===== src/rtl/led_pattern_driver_if.sv =====
// LED pattern driver bus: the step strobe and switch bank in, three colour banks out.
// The count stage side (or a bench) uses the master modport and the pattern driver
// uses the slave modport.
interface led_pattern_driver_if #(
    parameter int N_LEDS = 5
);
    logic              valid;
    logic [3:0]        sw;
    logic [N_LEDS-1:0] led;
    logic [N_LEDS-1:0] led_b;
    logic [N_LEDS-1:0] led_g;

    modport master (
        output valid,
        output sw,
        input  led,
        input  led_b,
        input  led_g
    );

    modport slave (
        input  valid,
        input  sw,
        output led,
        output led_b,
        output led_g
    );
endinterface


===== src/rtl/led_pattern_driver.sv =====
// LED pattern driver.
// Advances a one-hot (or blink) LED pattern once per step strobe from the count stage.
// sw[1:0] selects the pattern mode and sw[3:2] selects which colour bank shows it.
// A mode change is only acted on at a step strobe. That step loads the mode's seed
// pattern instead of advancing.
module led_pattern_driver #(
    parameter int N_LEDS = 5
) (
    input  logic               clock,
    input  logic               reset_n,
    led_pattern_driver_if.slave bus
);

    typedef enum logic [2:0] {
        SHL    = 3'd0,
        SHR    = 3'd1,
        PP_UP  = 3'd2,
        PP_DN  = 3'd3,
        BL_ON  = 3'd4,
        BL_OFF = 3'd5
    } state_t;

    localparam logic [1:0] MODE_SHL   = 2'b00;
    localparam logic [1:0] MODE_SHR   = 2'b01;
    localparam logic [1:0] MODE_PING  = 2'b10;
    localparam logic [1:0] MODE_BLINK = 2'b11;

    localparam logic [N_LEDS-1:0] SEED_LSB = {{(N_LEDS-1){1'b0}}, 1'b1};
    localparam logic [N_LEDS-1:0] SEED_MSB = {1'b1, {(N_LEDS-1){1'b0}}};

    state_t            state;
    state_t            next_state;
    logic [N_LEDS-1:0] pattern;
    logic [N_LEDS-1:0] next_pattern;
    logic [1:0]        mode_q;
    logic [1:0]        next_mode;
    logic [N_LEDS-1:0] next_led;
    logic [N_LEDS-1:0] next_led_b;
    logic [N_LEDS-1:0] next_led_g;

    // Decide the next state and pattern: hold without a strobe, reseed on a mode change, otherwise step.
    always_comb begin
        next_state   = state;
        next_pattern = pattern;
        next_mode    = mode_q;
        if (bus.valid) begin
            next_mode = bus.sw[1:0];
            if (bus.sw[1:0] != mode_q) begin
                case (bus.sw[1:0])
                    MODE_SHL: begin
                        next_state   = SHL;
                        next_pattern = SEED_LSB;
                    end
                    MODE_SHR: begin
                        next_state   = SHR;
                        next_pattern = SEED_MSB;
                    end
                    MODE_PING: begin
                        next_state   = PP_UP;
                        next_pattern = SEED_LSB;
                    end
                    MODE_BLINK: begin
                        next_state   = BL_ON;
                        next_pattern = '1;
                    end
                    default: begin
                        next_state   = SHL;
                        next_pattern = SEED_LSB;
                    end
                endcase
            end else begin
                case (state)
                    SHL: begin
                        next_pattern = {pattern[N_LEDS-2:0], pattern[N_LEDS-1]};
                    end
                    SHR: begin
                        next_pattern = {pattern[0], pattern[N_LEDS-1:1]};
                    end
                    PP_UP: begin
                        // Turn around on the step that lands on the MSB so the end is shown only once.
                        next_pattern = pattern << 1;
                        if (pattern[N_LEDS-2]) begin
                            next_state = PP_DN;
                        end
                    end
                    PP_DN: begin
                        next_pattern = pattern >> 1;
                        if (pattern[1]) begin
                            next_state = PP_UP;
                        end
                    end
                    BL_ON: begin
                        next_state   = BL_OFF;
                        next_pattern = '0;
                    end
                    BL_OFF: begin
                        next_state   = BL_ON;
                        next_pattern = '1;
                    end
                    default: begin
                        next_state   = SHL;
                        next_pattern = SEED_LSB;
                    end
                endcase
            end
        end
    end

    // Route the upcoming pattern onto the colour bank(s) picked by sw[3:2]; 11 drives all banks (white).
    always_comb begin
        next_led   = '0;
        next_led_b = '0;
        next_led_g = '0;
        case (bus.sw[3:2])
            2'b00: next_led   = next_pattern;
            2'b01: next_led_b = next_pattern;
            2'b10: next_led_g = next_pattern;
            default: begin
                next_led   = next_pattern;
                next_led_b = next_pattern;
                next_led_g = next_pattern;
            end
        endcase
    end

    // Register the FSM, the pattern, the mode seen at the last step and the three LED banks.
    always_ff @(posedge clock or negedge reset_n) begin
        if (!reset_n) begin
            state     <= SHL;
            pattern   <= SEED_LSB;
            mode_q    <= MODE_SHL;
            bus.led   <= '0;
            bus.led_b <= '0;
            bus.led_g <= '0;
        end else begin
            state     <= next_state;
            pattern   <= next_pattern;
            mode_q    <= next_mode;
            bus.led   <= next_led;
            bus.led_b <= next_led_b;
            bus.led_g <= next_led_g;
        end
    end

endmodule

===== src/flat_wrapper.sv =====
// flat-port wrapper written by rule: the top's interface ports become plain ports
module led_pattern_driver_flat 
#(
    parameter int N_LEDS = 5
)
  (clock, reset_n, bus_valid, bus_sw, bus_led, bus_led_b, bus_led_g);
  led_pattern_driver_if #(.N_LEDS(N_LEDS)) bus_i ();
  input  logic clock;
  input  logic reset_n;
  input wire logic [$bits(bus_i.valid)-1:0] bus_valid;
  input wire logic [$bits(bus_i.sw)-1:0] bus_sw;
  output wire logic [$bits(bus_i.led)-1:0] bus_led;
  output wire logic [$bits(bus_i.led_b)-1:0] bus_led_b;
  output wire logic [$bits(bus_i.led_g)-1:0] bus_led_g;
  assign bus_i.valid = bus_valid;
  assign bus_i.sw = bus_sw;
  assign bus_led = bus_i.led;
  assign bus_led_b = bus_i.led_b;
  assign bus_led_g = bus_i.led_g;
  led_pattern_driver #(.N_LEDS(N_LEDS)) u_core (.clock(clock), .reset_n(reset_n), .bus(bus_i));
endmodule

===== config.mk =====
export PLATFORM = sky130hd
export DESIGN_NAME = led_pattern_driver_flat
export DESIGN_NICKNAME = d
export VERILOG_FILES = /design/src/rtl/led_pattern_driver_if.sv /design/src/rtl/led_pattern_driver.sv /design/src/flat_wrapper.sv
export SDC_FILE = /design/constraint.sdc
export NUM_CORES = 1
export LEC_CHECK = 0
export CAP_MARGIN = 10
export CORE_AREA = 2 2 46 65
export DETAILED_ROUTE_END_ITERATION = 8
export DIE_AREA = 0 0 48 67
export PLACE_DENSITY = 0.76
export SYNTH_ARGS = -nofsm -noshare
export SYNTH_HDL_FRONTEND = slang
export SYNTH_SLANG_ARGS = --single-unit
export TNS_END_PERCENT = 20

===== constraint.sdc =====
create_clock -name clock -period 2.8 [get_ports clock]
set_clock_uncertainty 0.2 [all_clocks]
set_input_delay 0.7 -clock clock [delete_from_list [all_inputs] [get_ports clock]]
set_output_delay 0.7 -clock clock [all_outputs]
set_load 0.05 [all_outputs]

After elaboration in Yosys (flattened, before gate mapping)
Cells that the tools add are included.
Widths: inputs -> output; s select.

storage, ports and cells
  bits in registers = 25
  input port bits = 7
  word-level logic and storage cells = 41

cells by class
  eq/ne operators = 14
  mux-type cells = 12
  reduce and logical (&&, ||, !) cells = 9

operators by type and width
  kind                number
  $pmux 5 s6          1
  $mux 5              5
  $pmux 3 s5          1
  $pmux 5 s3          1
  $pmux 3 s4          1
  $reduce_or 2->1     5
  $mux 3              3
  $eq 2x2->1 const B  3
  $eq 3x2->1 const B  2
  $eq 3x3->1 const B  2
  $ne 3x1->1 const B  2
  $eq 2x1->1 const B  2
  $logic_not 2->1     2
  $reduce_and 4->1    1
  $eq 3x1->1 const B  1
  $logic_not 3->1     1
  $ne 2x1->1 const B  1
  $ne 2x2->1          1

Longest topological paths before layout
Gate-level depths: netlist (run 1).

  word-level depth = 6
  gate-level depth with buffers = 6
  mapped depth without buffers = 5

Least setup slack after synthesis (run 1)
OpenSTA, ideal clock, no wires.

  path type = input -> register
  from = in bus_sw[1]
  to = reg u_core.bus.led_b[0]
  setup time = 0.138 ns
  arrival = 1.497 ns
  data required time = 2.462 ns
  setup slack = 0.965 ns
  stages = 4
  buffers on the path = 0
  path through = xnor2_1 > and3b_4 > nor4b_4 > nor4_1

on the way
  longest elaborated chain between the ends = 6
  elaborated cells between the ends (all ways) = 10

ends and longest elaborated chain
  what                                           RTL line                     text
  start: declaration                             flat_wrapper.sv:11           input wire logic [$bits(bus_i.sw)-1:0] bus_sw;
  $eq 2x2->1 or $logic_not 2->1 (tied branches)  led_pattern_driver.sv:49     case (bus.sw[1:0])
  $reduce_or 2->1 (no line)                      --
  $pmux 5 s3                                     led_pattern_driver.sv:49
  $mux 5 *                                       led_pattern_driver.sv:48     if (bus.sw[1:0] != mode_q) begin
  $mux 5 *                                       led_pattern_driver.sv:46     if (bus.valid) begin
  $mux 5 *                                       led_pattern_driver.sv:114    case (bus.sw[3:2])
  net u_core.next_led_b[0]                       led_pattern_driver.sv:38     logic [N_LEDS-1:0] next_led_b;
  end signal: assignment                         led_pattern_driver.sv:140    bus.led_b <= next_led_b;
  end: declaration                               led_pattern_driver_if.sv:25  output led_b,

The timed path passes the listed nets; every way through them passes the cells marked *.
A chain may end at the register's enable or synchronous reset.

Worst setup path in the final report (run 1)
  from = reg u_core.bus.led_b[0]
  to = out bus_led_b[0]

RTL lines
  what              RTL line            text
  end: declaration  flat_wrapper.sv:13  output wire logic [$bits(bus_i.led_b)-1:0] bus_led_b;

No word-level cell between the ends.

==> qor.csv, run 1 <==
metric,value,unit
"Largest delay share family, worst path",buffers and inverters,
Worst-Skew Late Latency,330,ps
PD cells,653.0,nW/um^2
Syn Nets,132,
critical path launch point type,flop,
worst setup path class,reg2out,
prevailing post-synth register cell,dfrtp_1,
std cell rows,22,
grt total ovfl,0,
Synth area leaders,"dfrtp_1 47%, ha_1 6.8%, a31oi_4 5.0%",
Ant. Diodes,0,
Leak Pwr,0.6674,nW
Place WS,342.3,ps
Post-route DRC,0,
CP endpoint kind,output port,
Buf/Inv on CP,1,
Die Y,67,um
Total GRT Usage,0.1784,
Layout area overhead,21.74,%
Tmin final,2382,ps
die width,48,um
first-pass GRT wire length,4.119,mm
status,"finished, final reports clean",
CTS root buffer,clkbuf_4,
"IR drop worst, VDD",0.0004112,V
Die ar.,3216,sq um
CP max-delay cell,clkdlybuf4s50_1,
drt initial violations,26,
#FFs+latches synth,25,
Slew HR,0.6647,
RD Place Congestion,0.7854,
CTS H-tree depth,1,
CTS resizes,0,
CP peak stage delay,800,ps
fin cells,177,
path category of the worst min-delay check,reg2reg,
routed length per instance,13.54,um
f_max,0.4199,GHz
distinct cell type count after synthesis,36,
CTS tree,built,
PortBufs,21,
CTS buffer count,3,
gate count after technology mapping,118,
Syn Area/Cell,10.88,sq um
CTS clock-pin slew for the worst setup and hold paths,140,ps
final hold vios,0,
RSZ-0062 raised after global routing,no,
Syn. warnings,0,
Overall Power,1.020,mW
Tightest Pin Transition,501.3,ps
number of global-route vias before repair,937,
Initial Utilization,0.4909,
CTS Hold Bufs,0,
DP HPWL,1.841,mm
Pre-antenna DRT Iters,4,
"EDFF count, synth",0,
Nets,156,
"critical path fanouts, max",1,
setup bufs post-CTS,0,
PnR worst setup slack,418.3,ps
number of antenna violations at the first check in global routing,0,
vias per cell,5.282,
"Cell Area, Synth",1284,sq um
share of the synthesized area in the top cell type,0.4678,
"Seq/Total Area, Yosys",0.4883,
clk sinks,25,
hold slack,366.1,ps
Synth area leader,dfrtp_1,
placed cells,173,
# setup viols final,0,
maxcap violations,0,
setup TNS,0,ps
DR vias,935,
Core ar.,2615,sq um
ys async rst share,1.000,
Final ANT Viol Nets,0,
final wirelength,2.396,mm
Clock Path Buffers,2,
final slew viol count,0,
arrival time at the worst endpoint,1480,ps
Worst Path Required,1900,ps
fin crit share,0.8506,
"Cell Chain, Critical Path",clkdlybuf4s50_1,
largest net degree at the start of global routing,26,
share of layout cells above drive strength 1,0.09929,
top-level I/O count,22,
[final cells by class]
type,instances,area [sq um]
Multi-Input combinational cell,81,609.3
Tap cell,36,45.04
Timing Repair Buffer,23,225.2
Inverter,8,30.03
Clock buffer,4,26.28
Sequential cell,25,626.9
Fill cell,231,1052
[final timing paths]
kind	from	to	slack [ps]	cells after the start
worst max-delay path	u_core.bus.led_b[0]$_DFF_PN0_	bus_led_b[0]	420	1
worst min-delay path	u_core.pattern[2]$_DFF_PN0_	u_core.pattern[2]$_DFF_PN0_	370	2
worst max register to register	u_core.state[2]$_DFFE_PN0P_	u_core.bus.led_b[2]$_DFF_PN0_	960	4
worst min register to register	u_core.pattern[2]$_DFF_PN0_	u_core.pattern[2]$_DFF_PN0_	370	2
max in group asynchronous	reset_n	u_core.pattern[0]$_DFF_PN1_	1590	2
min in group asynchronous	reset_n	u_core.bus.led[4]$_DFF_PN0_	520	2
[cell usage in the layout (no fill, tap or decap), types with 2 or more instances in the layout]
cell type	netlist	routed
clkdlybuf4s50_1	0	21
xnor2_1	2	2
inv_1	8	8
nand2b_1	9	9
a31oi_4	3	3
buf_4	0	2
ha_1	7	7
o22a_1	2	2
nor2_1	7	7
nand3_1	3	3
nand2_1	5	5
clkbuf_4	0	3
a211oi_1	2	2
nor3_1	4	4
o21a_1	2	2
a21oi_1	5	5
a31oi_1	2	2
dfrtp_1	24	24
o22ai_1	2	2
nor4_1	9	9
o21ai_0	3	3
[cell families after synthesis]
group / count (synthesis) / share of synthesized area
XOR/XNOR: 3 / 0.02047
flip-flops: 25 / 0.4883
AO/OA/AOI/OAI: 26 / 0.1676
adder cells (fa/ha/maj): 7 / 0.06822
AND/OR/NAND/NOR: 44 / 0.2105
multiplexers: 1 / 0.007798
buffers and inverters: 12 / 0.03703
[flip-flops by register name (all words and copies together), names as in the netlist]
name and flops:
u_core.bus.led 5, u_core.bus.led_b 5, u_core.bus.led_g 5, u_core.pattern 5, u_core.state 3, u_core.mode_q 2
[cell usage after synthesis, drive strengths merged, types with 3 or more instances]
cell / count
a21oi: 5
a31oi: 5
buf: 3
dfrtp: 24
ha: 7
inv: 8
nand2: 5
nand2b: 9
nand3: 4
nor2: 7
nor3: 5
nor4: 9
o21ai: 3
[metrics by stage]
step / utilization / instance area [sq um]
finish: 0.5976 / 1563
global route: 0.5976 / 1563
CTS: 0.5976 / 1563
detailed placement: 0.5876 / 1536
global placement: 0.5876 / 1536
floorplan: - / 1284
[metal layers]
| layer | vias up | global-route usage | wire length (um) |
|---|---|---|---|
| li1 | 465 | - | - |
| met1 | 441 | 0.2068 | 988 |
| met2 | 25 | 0.3167 | 1288 |
| met3 | 4 | 0.02439 | 82 |
| met4 | 0 | 0.06081 | 37 |
| met5 | - | 0 | 0 |
[power breakdown]
part	internal (mW)	leakage [nW]	switching [mW]
Combinational	0.151	0.340	0.245
Clock	0.0559	0.0150	0.107
Sequential	0.414	0.312	0.0484
Total	0.620	0.667	0.400
Power figures use the tool's default switching activity.
==> run 2, diff against run 1 <==
REMOVE_ABC_BUFFERS = 1   (was not set)
==> qor.csv, run 2 (synthesis gave the netlist of run 1 again) <==
metric,value,unit,change
CP endpoint kind,output port,,unchanged
number of antenna violations at the first check in global routing,0,,unchanged
vias per cell,5.427,,was 5.282
Buf/Inv on CP,1,,unchanged
final wirelength,2.452,mm,was 2.396 mm
CTS Hold Bufs,0,,unchanged
maxcap violations,0,,unchanged
Worst-Skew Late Latency,300,ps,was 330 ps
Worst Path Required,1900,ps,about the same
"leading cell type in the layout, fill and taps excluded",dfrtp_1,,unchanged
Internal Power,620.8,uW,was 620.0 uW
f_max,0.4235,GHz,was 0.4199 GHz
Die Y,67,um,unchanged
std cell rows,22,,unchanged
Clock power frac,0.152,,was 0.160
setup bufs post-CTS,0,,unchanged
"IR drop worst, VDD",0.0002956,V,was 0.0004112 V
drt initial violations,9,,was 26
path category of the worst min-delay check,reg2reg,,unchanged
clk sinks,25,,unchanged
combinational share of power,0.393,,was 0.388
Die ar.,3216,sq um,unchanged
Tmin final,2361,ps,was 2382 ps
first-pass GRT wire length,4.167,mm,was 4.119 mm
Critical path origin,u_core.bus.led[1]$_DFF_PN0_,,was u_core.bus.led_b[0]$_DFF_PN0_
grt total ovfl,0,,unchanged
Nets,157,,was 156
Pre-antenna DRT Iters,4,,unchanged
Final ANT Viol Nets,0,,unchanged
Layout area overhead,22.32,%,was 21.74%
critical path launch point type,flop,,unchanged
die width,48,um,unchanged
"Largest delay share family, worst path",buffers and inverters,,unchanged
PortBufs,21,,unchanged
CTS resizes,0,,unchanged
status,"finished, final reports clean",,unchanged
setup TNS,0,ps,unchanged
fin crit share,0.8433,,was 0.8506
worst setup path class,reg2out,,unchanged
DP HPWL,1.919,mm,was 1.841 mm
routed length per instance,13.78,um,was 13.54 um
placed instance area,1544,sq um,was 1536 sq um
Core ar.,2615,sq um,unchanged
PnR worst setup slack,438.8,ps,was 418.3 ps
fin area,1570,sq um,was 1563 sq um
Post-route DRC,0,,unchanged
CTS root buffer,clkbuf_4,,unchanged
CTS buffer count,3,,unchanged
CTS clock-pin slew for the worst setup and hold paths,130,ps,was 140 ps
Initial Utilization,0.4909,,unchanged
Clock Path Buffers,2,,unchanged
largest net degree at the start of global routing,26,,unchanged
CP peak stage delay,800,ps,about the same
"critical path fanouts, max",1,,unchanged
CTS H-tree depth,1,,unchanged
DR vias,966,,was 935
most frequent cells in the layout,"24 x dfrtp_1, 21 x clkdlybuf4s50_1, 9 x nand2b_1, 9 x nor4_1, 8 x inv_1",,unchanged
final hold vios,0,,unchanged
arrival time at the worst endpoint,1460,ps,was 1480 ps
P_sw,393.8,uW,was 400.5 uW
share of layout cells above drive strength 1,0.1056,,was 0.09929
final slew viol count,0,,unchanged
PD cells,646.1,nW/um^2,was 653.0 nW/um^2
Tightest Pin Transition,505.4,ps,was 501.3 ps
"Core Util, Final",0.6005,,was 0.5976
hold path startpoint,u_core.pattern[2]$_DFF_PN0_,,unchanged
RSZ-0062 raised after global routing,no,,unchanged
Slew HR,0.6620,,was 0.6647
Leak Pwr,0.6721,nW,was 0.6674 nW
CP max-delay cell,clkdlybuf4s50_1,,unchanged
top-level I/O count,22,,unchanged
Total GRT Usage,0.1814,,was 0.1784
Overall Power,1.015,mW,was 1.020 mW
fillers,221,,was 231
CTS tree,built,,unchanged
number of global-route vias before repair,982,,was 937
# setup viols final,0,,unchanged
Flop pwr share,0.455,,was 0.453
Place WS,290.4,ps,was 342.3 ps
"Cell Chain, Critical Path",clkdlybuf4s50_1,,unchanged
switching share of power,0.3881,,was 0.3924
Ant. Diodes,0,,unchanged
RD Place Congestion,0.8059,,was 0.7854
worst r2r src,u_core.state[2]$_DFFE_PN0P_,,unchanged
## run 2: cell count changes in the layout (fill, tap and decap cells not counted), sizes merged
cell	change
buf	+1
## run 2: power groups by stage
stage | combinational [mW] | sequential (mW) | clock (mW)
2_1_floorplan | 0.188 | 0.558 | 0
3_3_place_gp | 0.394 | 0.466 | 0
3_5_place_dp | 0.401 | 0.470 | 0
4_1_cts | 0.403 | 0.463 | 0.162
5_1_grt | 0.437 | 0.471 | 0.173
6_report | 0.399 | 0.462 | 0.154
## run 2: layout make-up
cell class / count / area [sq um] / share of cell area
Clock buffer: 4 / 26.28 / 0.01673
Inverter: 8 / 30.03 / 0.01912
Multi-Input combinational cell: 81 / 609.3 / 0.3880
Sequential cell: 25 / 626.9 / 0.3992
Tap cell: 36 / 45.04 / 0.02869
Timing Repair Buffer: 24 / 232.7 / 0.1482
## run 2: stage by stage
| step | std cells | hold WS, ps |
|---|---|---|
| 2_1_floorplan | 114 | 204.4 |
| 3_3_place_gp | 174 | 340.9 |
| 3_5_place_dp | 174 | 346.7 |
| 4_1_cts | 178 | 387.3 |
| 5_1_grt | 178 | 427.7 |
| 6_report | 178 | 374.5 |
## run 2: path summary, 6_finish.rpt
kind                                            endpoint  slack [ps]  depth (start not counted)
setup / recovery                              bus_led[1]         440                          1
hold / removal               u_core.pattern[2]$_DFF_PN0_         370                          2
setup reg to reg           u_core.bus.led_b[2]$_DFF_PN0_         940                          4
hold reg to reg              u_core.pattern[2]$_DFF_PN0_         370                          2
max in group asynchronous    u_core.pattern[0]$_DFF_PN1_        1590                          2
min in group asynchronous    u_core.state[2]$_DFFE_PN0P_         530                          2
## run 2: routing by layer
layer  track usage  wire [um]  vias up
met4       0.08108         59        0
met5             0          0        -
met1        0.2014        951      465
met2        0.3183       1356       29
met3       0.02981         85        6
li1              -          -      466
